$ cat src/rtl/fpu_div_pkg.sv
// Shared types and default sizes for the FPU sequential mantissa divider.
package fpu_div_pkg;

  localparam int unsigned DEF_WIDTH = 24;
  localparam int unsigned DEF_FRAC  = 24;
  localparam int unsigned DEF_QW    = DEF_WIDTH + DEF_FRAC;
  localparam int unsigned CNT_W     = $clog2(DEF_QW);

  typedef enum logic [1:0] {
    IDLE = 2'd0,
    RUN  = 2'd1,
    DONE = 2'd2
  } state_t;

endpackage

$ cat src/rtl/mulxbit_div_seq_div_step.sv
// One restoring division iteration: shift in a dividend bit, subtract when it fits.
module div_step #(
  parameter int unsigned WIDTH = 24
) (
  input  logic [WIDTH:0]   r,
  input  logic             dbit,
  input  logic [WIDTH-1:0] divisor,
  output logic [WIDTH:0]   r_nxt_c,
  output logic             q_bit_c
);

  logic [WIDTH:0] t;
  logic [WIDTH:0] dv;
  logic           unused_r_msb;

  // R stays below the divisor, so its top bit is always zero and drops out of T
  assign unused_r_msb = r[WIDTH];
  assign t  = {r[WIDTH-1:0], dbit};
  assign dv = {1'b0, divisor};

  always_comb begin
    q_bit_c = 1'b0;
    r_nxt_c = t;
    if (t >= dv) begin
      q_bit_c = 1'b1;
      r_nxt_c = t - dv;
    end
  end

endmodule

$ cat src/rtl/mulxbit_div_seq.sv
// Sequential radix-2 restoring divider: out = floor((in1 << FRAC) / in2), one quotient bit per clock.
module mulxbit_div_seq
  import fpu_div_pkg::*;
#(
  parameter int unsigned WIDTH = DEF_WIDTH,
  parameter int unsigned FRAC  = DEF_FRAC
) (
  input  logic                  clk,
  input  logic                  rst_n,
  input  logic                  start,
  input  logic [WIDTH-1:0]      in1,
  input  logic [WIDTH-1:0]      in2,
  output logic                  ready,
  output logic                  busy,
  output logic [WIDTH+FRAC-1:0] out,
  output logic [WIDTH-1:0]      rem,
  output logic                  dbz,
  output logic                  done
);

  localparam int unsigned QW = WIDTH + FRAC;
  localparam int unsigned CW = $clog2(QW);

  state_t state, state_nxt;

  logic [CW-1:0]    cnt, cnt_nxt;
  logic [QW-1:0]    d, d_nxt;
  logic [WIDTH:0]   r, r_nxt;
  logic [QW-1:0]    q, q_nxt;
  logic [WIDTH-1:0] dvs, dvs_nxt;
  logic [QW-1:0]    out_nxt;
  logic [WIDTH-1:0] rem_nxt;
  logic             dbz_nxt;

  logic [WIDTH:0]   step_r;
  logic             step_q;
  logic             unused_q_msb;

  // The quotient register's MSB is shifted out on the final step, never read
  assign unused_q_msb = q[QW-1];

  div_step #(.WIDTH(WIDTH)) u_step (
    .r       (r),
    .dbit    (d[cnt]),
    .divisor (dvs),
    .r_nxt_c (step_r),
    .q_bit_c (step_q)
  );

  always_ff @(posedge clk) begin
    if (!rst_n) state <= IDLE;
    else        state <= state_nxt;
  end

  always_comb begin
    state_nxt = state;
    cnt_nxt   = cnt;
    d_nxt     = d;
    r_nxt     = r;
    q_nxt     = q;
    dvs_nxt   = dvs;
    out_nxt   = out;
    rem_nxt   = rem;
    dbz_nxt   = dbz;
    case (state)
      IDLE: begin
        if (start) begin
          dvs_nxt = in2;
          if (in2 != '0) begin
            d_nxt     = {in1, {FRAC{1'b0}}};
            r_nxt     = '0;
            q_nxt     = '0;
            cnt_nxt   = CW'(QW - 1);
            state_nxt = RUN;
          end else begin
            out_nxt   = '1;
            rem_nxt   = '0;
            dbz_nxt   = 1'b1;
            state_nxt = DONE;
          end
        end
      end
      RUN: begin
        r_nxt = step_r;
        q_nxt = {q[QW-2:0], step_q};
        if (cnt == '0) begin
          out_nxt   = {q[QW-2:0], step_q};
          rem_nxt   = step_r[WIDTH-1:0];
          dbz_nxt   = 1'b0;
          state_nxt = DONE;
        end else begin
          cnt_nxt = cnt - CW'(1);
        end
      end
      DONE:    state_nxt = IDLE;
      default: state_nxt = IDLE;
    endcase
  end

  // Datapath and status flags; ready/busy/done follow the next state so they stay registered
  always_ff @(posedge clk) begin
    if (!rst_n) begin
      cnt   <= '0;
      d     <= '0;
      r     <= '0;
      q     <= '0;
      dvs   <= '0;
      out   <= '0;
      rem   <= '0;
      dbz   <= 1'b0;
      done  <= 1'b0;
      ready <= 1'b1;
      busy  <= 1'b0;
    end else begin
      cnt   <= cnt_nxt;
      d     <= d_nxt;
      r     <= r_nxt;
      q     <= q_nxt;
      dvs   <= dvs_nxt;
      out   <= out_nxt;
      rem   <= rem_nxt;
      dbz   <= dbz_nxt;
      done  <= (state_nxt == DONE);
      ready <= (state_nxt == IDLE);
      busy  <= (state_nxt != IDLE);
    end
  end

endmodule
$ cat config.mk
export PLATFORM = sky130hd
export DESIGN_NAME = mulxbit_div_seq
export DESIGN_NICKNAME = d
export VERILOG_FILES = /design/src/rtl/fpu_div_pkg.sv /design/src/rtl/mulxbit_div_seq_div_step.sv /design/src/rtl/mulxbit_div_seq.sv
export SDC_FILE = /design/constraint.sdc
export NUM_CORES = 1
export LEC_CHECK = 0
export CAP_MARGIN = 20
export CORE_UTILIZATION = 54
export CTS_CLUSTER_DIAMETER = 30
export CTS_CLUSTER_SIZE = 10
export DETAILED_ROUTE_END_ITERATION = 8
export GPL_ROUTABILITY_DRIVEN = 0
export PLACE_DENSITY = 0.79
export SLEW_MARGIN = 40
export SYNTH_ARGS = -nofsm -noshare
export SYNTH_HDL_FRONTEND = slang
export SYNTH_SLANG_ARGS = --single-unit
$ cat constraint.sdc
create_clock -name clk -period 4.6 [get_ports clk]
set_input_delay 0.69 -clock clk [delete_from_list [all_inputs] [get_ports clk]]
set_output_delay 0.69 -clock clk [all_outputs]
set_load 0.02 [all_outputs]
# ---- Yosys cells after proc, flatten, opt, wreduce, memory -nomap -nowiden
# Index checks and enable logic that the tools add are counted.
dict set report totals {
  ff_bits 203
  input_bits 51
}
dict set report classes {
  muxes 30
  eq_ne 7
  add_sub_neg 2
  reduce_logical 11
  order_cmp 2
}
# operator count
set op_table {}
lappend op_table {{$mux 24} 6}
lappend op_table {{$mux 48} 3}
lappend op_table {{$pmux 24 s2} 2}
lappend op_table {{$pmux 48 s2} 1}
lappend op_table {{$mux 47} 2}
lappend op_table {{$pmux 47 s2} 1}
lappend op_table {{$ge 25x24->1} 1}
lappend op_table {{$reduce_bool 24->1} 1}
lappend op_table {{$sub 24x24->24} 1}
lappend op_table {{$mux 6} 3}
lappend op_table {{$pmux 6 s2} 1}
lappend op_table {{$ne 2x2->1 const B} 5}
lappend op_table {{$reduce_and 4->1} 2}
lappend op_table {{$lt 6x7->1 const B} 1}
lappend op_table {{$bmux 1 s6} 1}
lappend op_table {{$logic_not 6->1} 1}
lappend op_table {{$mux 2} 3}
lappend op_table {{$reduce_and 3->1} 2}
lappend op_table {{$sub 6x1->6 const B} 1}
lappend op_table {{$mux 1} 5}
lappend op_table {{$logic_not 2->1} 2}
lappend op_table {{$pmux 2 s2} 1}
lappend op_table {{$reduce_bool 2->1} 2}
lappend op_table {{$eq 2x1->1 const B} 1}
lappend op_table {{other kinds (3)} 3}

# ---- Logic depth before layout (Yosys ltp)
dict set report logic_depth {
  ltp_word 6
  depth_mapped 18
  mapped_depth_nobuf 16
}

# ---- Cells and area by module
# Synthesis repeated with hierarchy kept, for this count alone.
dict set report hier_totals {
  hier_cells 1213
  hier_area_um2 9703.1
}
# mod seq_area_each_um2 instances cells_per_inst area_per_inst_um2
set by_module_without_submodules {}
lappend by_module_without_submodules {mulxbit_div_seq 4083.9 1 930 7862.5}
lappend by_module_without_submodules {div_step 0.0 1 283 1840.5}

# ---- Worst setup path before layout
# OpenSTA, ideal clock, no wires.
dict set report synth_path {
  kind {flip-flop to flip-flop}
  from {register cnt[0]}
  to {register rem[16]}
  stages_incl_launch_ff 18
  arrival_time_ps 4025
  synth_period_minus_slack_ps 4094
  slack_ps 506
  cell_sequence {dfxtp_1 > clkbuf_1 > mux4_2 > and2_1 > a211oi_1 > a31oi_1 > a31oi_1 > ha_1 > fa_1 > nor2b_4 > o31a_1 > or4_4 > nand2_1 > or4b_4 > a311o_1 > o311ai_1 > mux2i_1 > o21ai_1}
}
dict set report synth_via {
  elab_chain_len 6
  word_cells_on_any_way 10
}
# item line
set synth_rtl {}
lappend synth_rtl {{start, declared} mulxbit_div_seq.sv:26} ;# logic [CW-1:0] cnt, cnt_nxt;
lappend synth_rtl {{start signal, assigned} mulxbit_div_seq.sv:115} ;# cnt <= cnt_nxt;
lappend synth_rtl {{$bmux 1 s6} mulxbit_div_seq.sv:44} ;# .dbit (d[cnt]),
lappend synth_rtl {{$mux 1 (not written as such)} mulxbit_div_seq.sv:44}
lappend synth_rtl {{$sub 24x24->24 or $ge 25x24->1 (tied branches)} {mulxbit_div_seq_div_step.sv:26, mulxbit_div_seq_div_step.sv:24}}
lappend synth_rtl {{$mux 24} mulxbit_div_seq_div_step.sv:24} ;# if (t >= dv) begin
lappend synth_rtl {{$mux 24} mulxbit_div_seq.sv:86} ;# if (cnt == '0) begin
lappend synth_rtl {{$pmux 24 s2} mulxbit_div_seq.sv:65} ;# case (state)
lappend synth_rtl {{end signal, assigned} mulxbit_div_seq.sv:121} ;# rem <= rem_nxt;
lappend synth_rtl {{end, declared} mulxbit_div_seq.sv:16} ;# output logic [WIDTH-1:0] rem,
# Parallel ways exist; a longest one is shown, timed or not. The select of a mux whose other input is x is not followed.
# A chain may end at the register's enable or synchronous reset.

# ---- Worst setup path after layout
dict set report layout_path {
  from {register cnt[0]}
  to {register rem[18]}
}
# The elaborated chain is that of the path after synthesis.

==> reports/qor.yml <==
hold_end: "rem[7]$_SDFFE_PN0P_"
cts_setup_buffers: 0
dp_cells: 1351
syn-num-nets: 1142
hpwl_microns: 14530
dpl_cell_area_sq_um: 10140
viasPerCell: 5.705
slew_headroom: 0.4600
grt_usage: 0.2792
critical_path_required_ns: 4.95
die_area_sq_um: 16660
worst_slew_pin_slew_ns: 0.8081
drc: 0
clkSinkCount: 203
p_leak_nw: 4.386
synth_edf_count: 0
holdPathStages: 2
cts.clk_slew.worst_paths_ns: 0.05
cts_max_path_buffers: 3
holdCritStartpoint: "rem[7]$_SDFFE_PN0P_"
portBuffers: 126
netlist_instances: 1064
coreArea_sq_um: 15830
final_nets: 1253
worstPathCellList: "mux4_2 -> and2_1 -> a211oi_1 -> a31oi_1 -> a31oi_1 -> ha_1 -> fa_1 -> nor2b_4 -> o31a_1 -> or4_4 -> nand2_1 -> or4b_4 -> a31oi_1 -> xnor2_1 -> a22oi_1 -> a21oi_1"
antenna_cells: 0
pin_count: 127
drive_above_1_share: 0.08804
yosys_warnings: 0
cpMostUsedCell: "a31oi_1"
finalCritPeriodShare: 0.9337
power_density_nw_per_um2: 745.2
cts_tree: "yes"
avgSynthCellArea_sq_um: 8.194
synthFlopType: "dfxtp_1"
final_common_cell: "dfxtp_1"
die_y_microns: 129.1
path_buf_inv: 0
regToRegStartpoint: "cnt[0]$_SDFFE_PN0P_"
antenna_left: 0
insertion_delay_ns: 0.51
hp-class: "reg2reg"
fillCellCount: 1199
clock-root-buffer: "clkbuf_16"
yosysSeqAreaShare: 0.4661
cts_made_buffers: 38
worst_path_max_delay_cell: "or4b_4"
grt_overflow: 0
grt_pass1_vias: 7698
fmax_mhz: 232.8
grt_pass1_wl_microns: 37120
skew_ns: 0.01390
endpoint_kind: "register"
path_class: "reg2reg"
drt-initial-drc-count: 570
rsz0062_at_grt: "no"
setup_tns_ns: 0
synthArstFlopShare: 0
peakVddDrop_v: 0.0004784
wl_microns: 23060
final_cell_mix: "202 x dfxtp_1, 172 x nand2_1, 126 x clkdlybuf4s50_1, 124 x nor2_1, 104 x nor3_1"
finalNonFillerCells: 1420
slew_violations: 0
cp-start-kind: "register"
cp_top_family: "compound AO/OA/AOI/OAI gates"
maxCapViolCount: 0
r2r_cells: 16
slowest_delay_ns: 0.52
h-tree-depth: 2
ys_types: 57
hold_viol_final: 0
fin_area_sq_um: 11560
r2r_end: "rem[18]$_SDFFE_PN0P_"
wl_per_cell_microns: 16.24
syn2layout_area_growth_pct: 32.64
synth.ff_latch_count: 203
outcome: "finished, final reports clean"
cp.arrival_ns: 4.65
first_pass_iters: 5
dr_total_vias: 8101
min_period_ns: 4.295
antenna_found_initial: 0
setup_viol: 0
core.rowCount: 46
grt_max_degree: 71
cp_max_fo: 7
die_w_microns: 129.1
start_util: 0.5508
syn_area_sq_um: 8718
regToRegSetupSlack_ns: 0.30
==> stage by stage <==
stage | hold WS (ns) | total power, mW | utilization | worst slack, ns
2_1_floorplan | 0.4331 | 4.729 | - | 0.5058
3_3_place_gp | 0.4354 | 5.439 | 0.6402 | 0.3563
3_5_place_dp | 0.4423 | 5.475 | 0.6406 | 0.2465
4_1_cts | 0.4487 | 8.578 | 0.7305 | 0.2203
5_1_grt | 0.4578 | 9.037 | 0.7306 | 0.01425
6_report | 0.4444 | 8.617 | 0.7306 | 0.3050
==> timing repair <==
item,in CTS,in global routing
hold buffers,0,0
setup endpoints to repair,0,5
gates resized for setup,0,1
==> worst max path at each step <==
stage | start | endpoint | slack [ns] | cells past startpoint
after floorplan | cnt[0]$_SDFFE_PN0P_ | rem[16]$_SDFFE_PN0P_ | 0.51 | 17
after global placement | cnt[0]$_SDFFE_PN0P_ | rem[16]$_SDFFE_PN0P_ | 0.36 | 16
after detailed placement | cnt[0]$_SDFFE_PN0P_ | r[16]$_SDFFE_PN0P_ | 0.25 | 16
after CTS | cnt[0]$_SDFFE_PN0P_ | rem[18]$_SDFFE_PN0P_ | 0.22 | 16
after global routing | cnt[0]$_SDFFE_PN0P_ | rem[18]$_SDFFE_PN0P_ | 0.01 | 16
final | cnt[0]$_SDFFE_PN0P_ | rem[18]$_SDFFE_PN0P_ | 0.30 | 16
==> worst reg2reg max path, delay by kind of cell (launching register included) <==
kind | cells | cell delay, ns
adder cells (fa/ha/maj) | 2 | 0.48
flip-flops | 1 | 0.40
AND/OR/NAND/NOR | 5 | 1.30
AO/OA/AOI/OAI | 7 | 1.33
multiplexers | 1 | 0.50
XOR/XNOR | 1 | 0.14
==> cell families (layout without fill, tap and decap cells) <==
logic type | after synthesis | after routing | share of synthesized area
AND/OR/NAND/NOR | 451 | 451 | 0.2256
adder cells (fa/ha/maj) | 27 | 27 | 0.03961
flip-flops | 203 | 203 | 0.4661
XOR/XNOR | 21 | 21 | 0.02110
AO/OA/AOI/OAI | 240 | 240 | 0.1705
buffers and inverters | 101 | 241 | 0.04420
multiplexers | 21 | 21 | 0.03286
==> registers in the layout (all words and copies together) (netlist names), 2 cells and up <==
register and cells:
q 47, rem 24, d 24, out 48
r 24, dvs 24, state 2, cnt 6
==> routing by layer <==
layer,GRT usage,vias to the layer above,routed length (microns)
met5,0,-,0
met4,0.1128,0,731
met3,0.05367,54,1420
met2,0.4779,286,11200
met1,0.3465,3813,9699
li1,-,3948,-
==> cell usage after synthesis, drive strengths merged, types with 5 or more instances <==
master  instances  share of area
xor2            6         0.0060
ha             26          0.037
buf            13         0.0063
a21o            7         0.0060
mux2i          14          0.016
dfxtp         203           0.47
xnor2          15          0.015
nand3          10         0.0057
nor3          105          0.060
a22oi          53          0.046
a31oi           9         0.0065
nand2b          8         0.0057
nor4            8         0.0057
a211oi          7         0.0060
inv            30          0.013
nor2          125          0.054
mux4            6          0.015
nor2b           5         0.0044
a21oi          85          0.049
clkbuf         57          0.025
nand2         173          0.074
o21ai          53          0.030
==> cell type report <==
type,count,area (sq um),area share
Tap cell,216,270.3,0.02337
Clock buffer,47,1045,0.09035
Timing Repair Buffer,141,1374,0.1188
Multi-Input combinational cell,760,4312,0.3729
Clock inverter,22,379.1,0.03279
Inverter,31,118.9,0.01028
Sequential cell,203,4065,0.3515
==> power breakdown <==
part	internal (mW)	switching (mW)
Clock	2.12	0.930
Sequential	1.93	0.150
Combinational	1.44	2.04
Total	5.49	3.12
(Power assumes the default switching activity.)
==> RTL change (config.mk and constraints unchanged) <==
Encoding of `state_t`: now one-hot (3 bits for 3 states).
--- a/src/rtl/fpu_div_pkg.sv
+++ b/src/rtl/fpu_div_pkg.sv
@@ -6,10 +6,10 @@
   localparam int unsigned DEF_QW    = DEF_WIDTH + DEF_FRAC;
   localparam int unsigned CNT_W     = $clog2(DEF_QW);
 
-  typedef enum logic [1:0] {
-    IDLE = 2'd0,
-    RUN  = 2'd1,
-    DONE = 2'd2
+  typedef enum logic [2:0] {
+    IDLE = 3'b001,
+    RUN  = 3'b010,
+    DONE = 3'b100
   } state_t;
 
 endpackage
Formal check against the unedited RTL: same outputs for any inputs over 4 cycles, from zero or initial values and one cycle with rst_n low; so few cycles prove little.
==> RTL change against the unedited design <==
Die area grew 2.2%. Area after synthesis increased by 2.2%. Sequential cell count increased by 1. Hold slack better by 0.0043 ns. Cell area rose by 0.96%. Non-clock buffer count rose by 2. Worst setup slack better by 0.097 ns. Wire length increased by 1.3%. Count of clock-buffer cells in the layout decreased by 3. Critical path type unchanged. Critical endpoint is now r[22].
Power is not compared: it rests on default switching activity, and its combinational part moved more than twofold at a synthesized area within 25%.
==> RTL change: results (changes against the unedited design) <==
[detailed_routing]
routedWlPerCell_um = 16.0  ; -1.6%
wl_met2_um = 11400  ; +2.1%
initialDrtViolationCount = 701  ; +23%
wl_met1_um = 9820  ; +1.2%
dr.pass1.iters = 7  ; +2

[cells_and_area]
drive_gt1_frac = 0.0827  ; -0.00531
buf_share = 0.119  ; +0.000475
num-clock-buffers = 44  ; -6.4%
sh_seq_area = 0.350  ; -0.00164
nNonClkInverters = 34  ; +9.7%
multi_input_area_sq_um = 4460  ; +3.4%
n_fill_cell = 1230  ; +2.6%
multi_input_cells = 798  ; +5.0%

[place]
dpl.hpwl_um = 14900  ; +2.7%
dp_slack_ns = 0.312  ; +0.0653 ns

[global_route]
grt_util_met2 = 0.472  ; -0.00637
grtUsageMet3 = 0.0562  ; +0.00251
grt_max_degree = 95  ; +34%

[critical_path]
r2r_slack_ns = 0.40  ; +0.10 ns
cp_max_fo = 11  ; +4

[logic_synthesis]
synth_cell_type_count = 64  ; +12%
synth.most_common_cell = nand2_1
synth_fp_nets = 1187  ; +3.9%
avgSynthCellArea_sq_um = 8.04  ; -1.9%

[clock_network]
cts_inserted_buffers = 39  ; +2.6%

[outcome]
status = completed

[sta]
hold_ws_ns = 0.449  ; +0.00427 ns

[hold_path]
hold_start = rem[10]

[RTL change: changes by cell type after synthesis, moves of 5 or more]
| cell | delta |
|---|---|
| mux2i_1 | +9 |
| nand3_1 | +5 |
| o21ai_1 | -15 |
| a21oi_1 | +40 |
| nand2_1 | +84 |
| a22oi_1 | -52 |
| nor2_1 | -55 |
| a31oi_1 | -5 |
| o21ai_0 | +13 |
| nand2b_1 | -7 |
[RTL change: cell families (layout without fill, tap and decap cells)]
kind of cell,count (synthesis),count (layout),share of synthesized area
xor+xnor,21,21,0.0206
buf+inv,107,243,0.0469
compound gates,236,236,0.157
flops,204,204,0.458
fa+ha+maj,27,27,0.0388
simple gates,483,483,0.234
mux,31,31,0.0448
[RTL change: what timing repair did]
item	CTS	global route
gates resized for setup	0	1
hold endpoints to repair	0	0
endpoints found under the setup margin	0	3
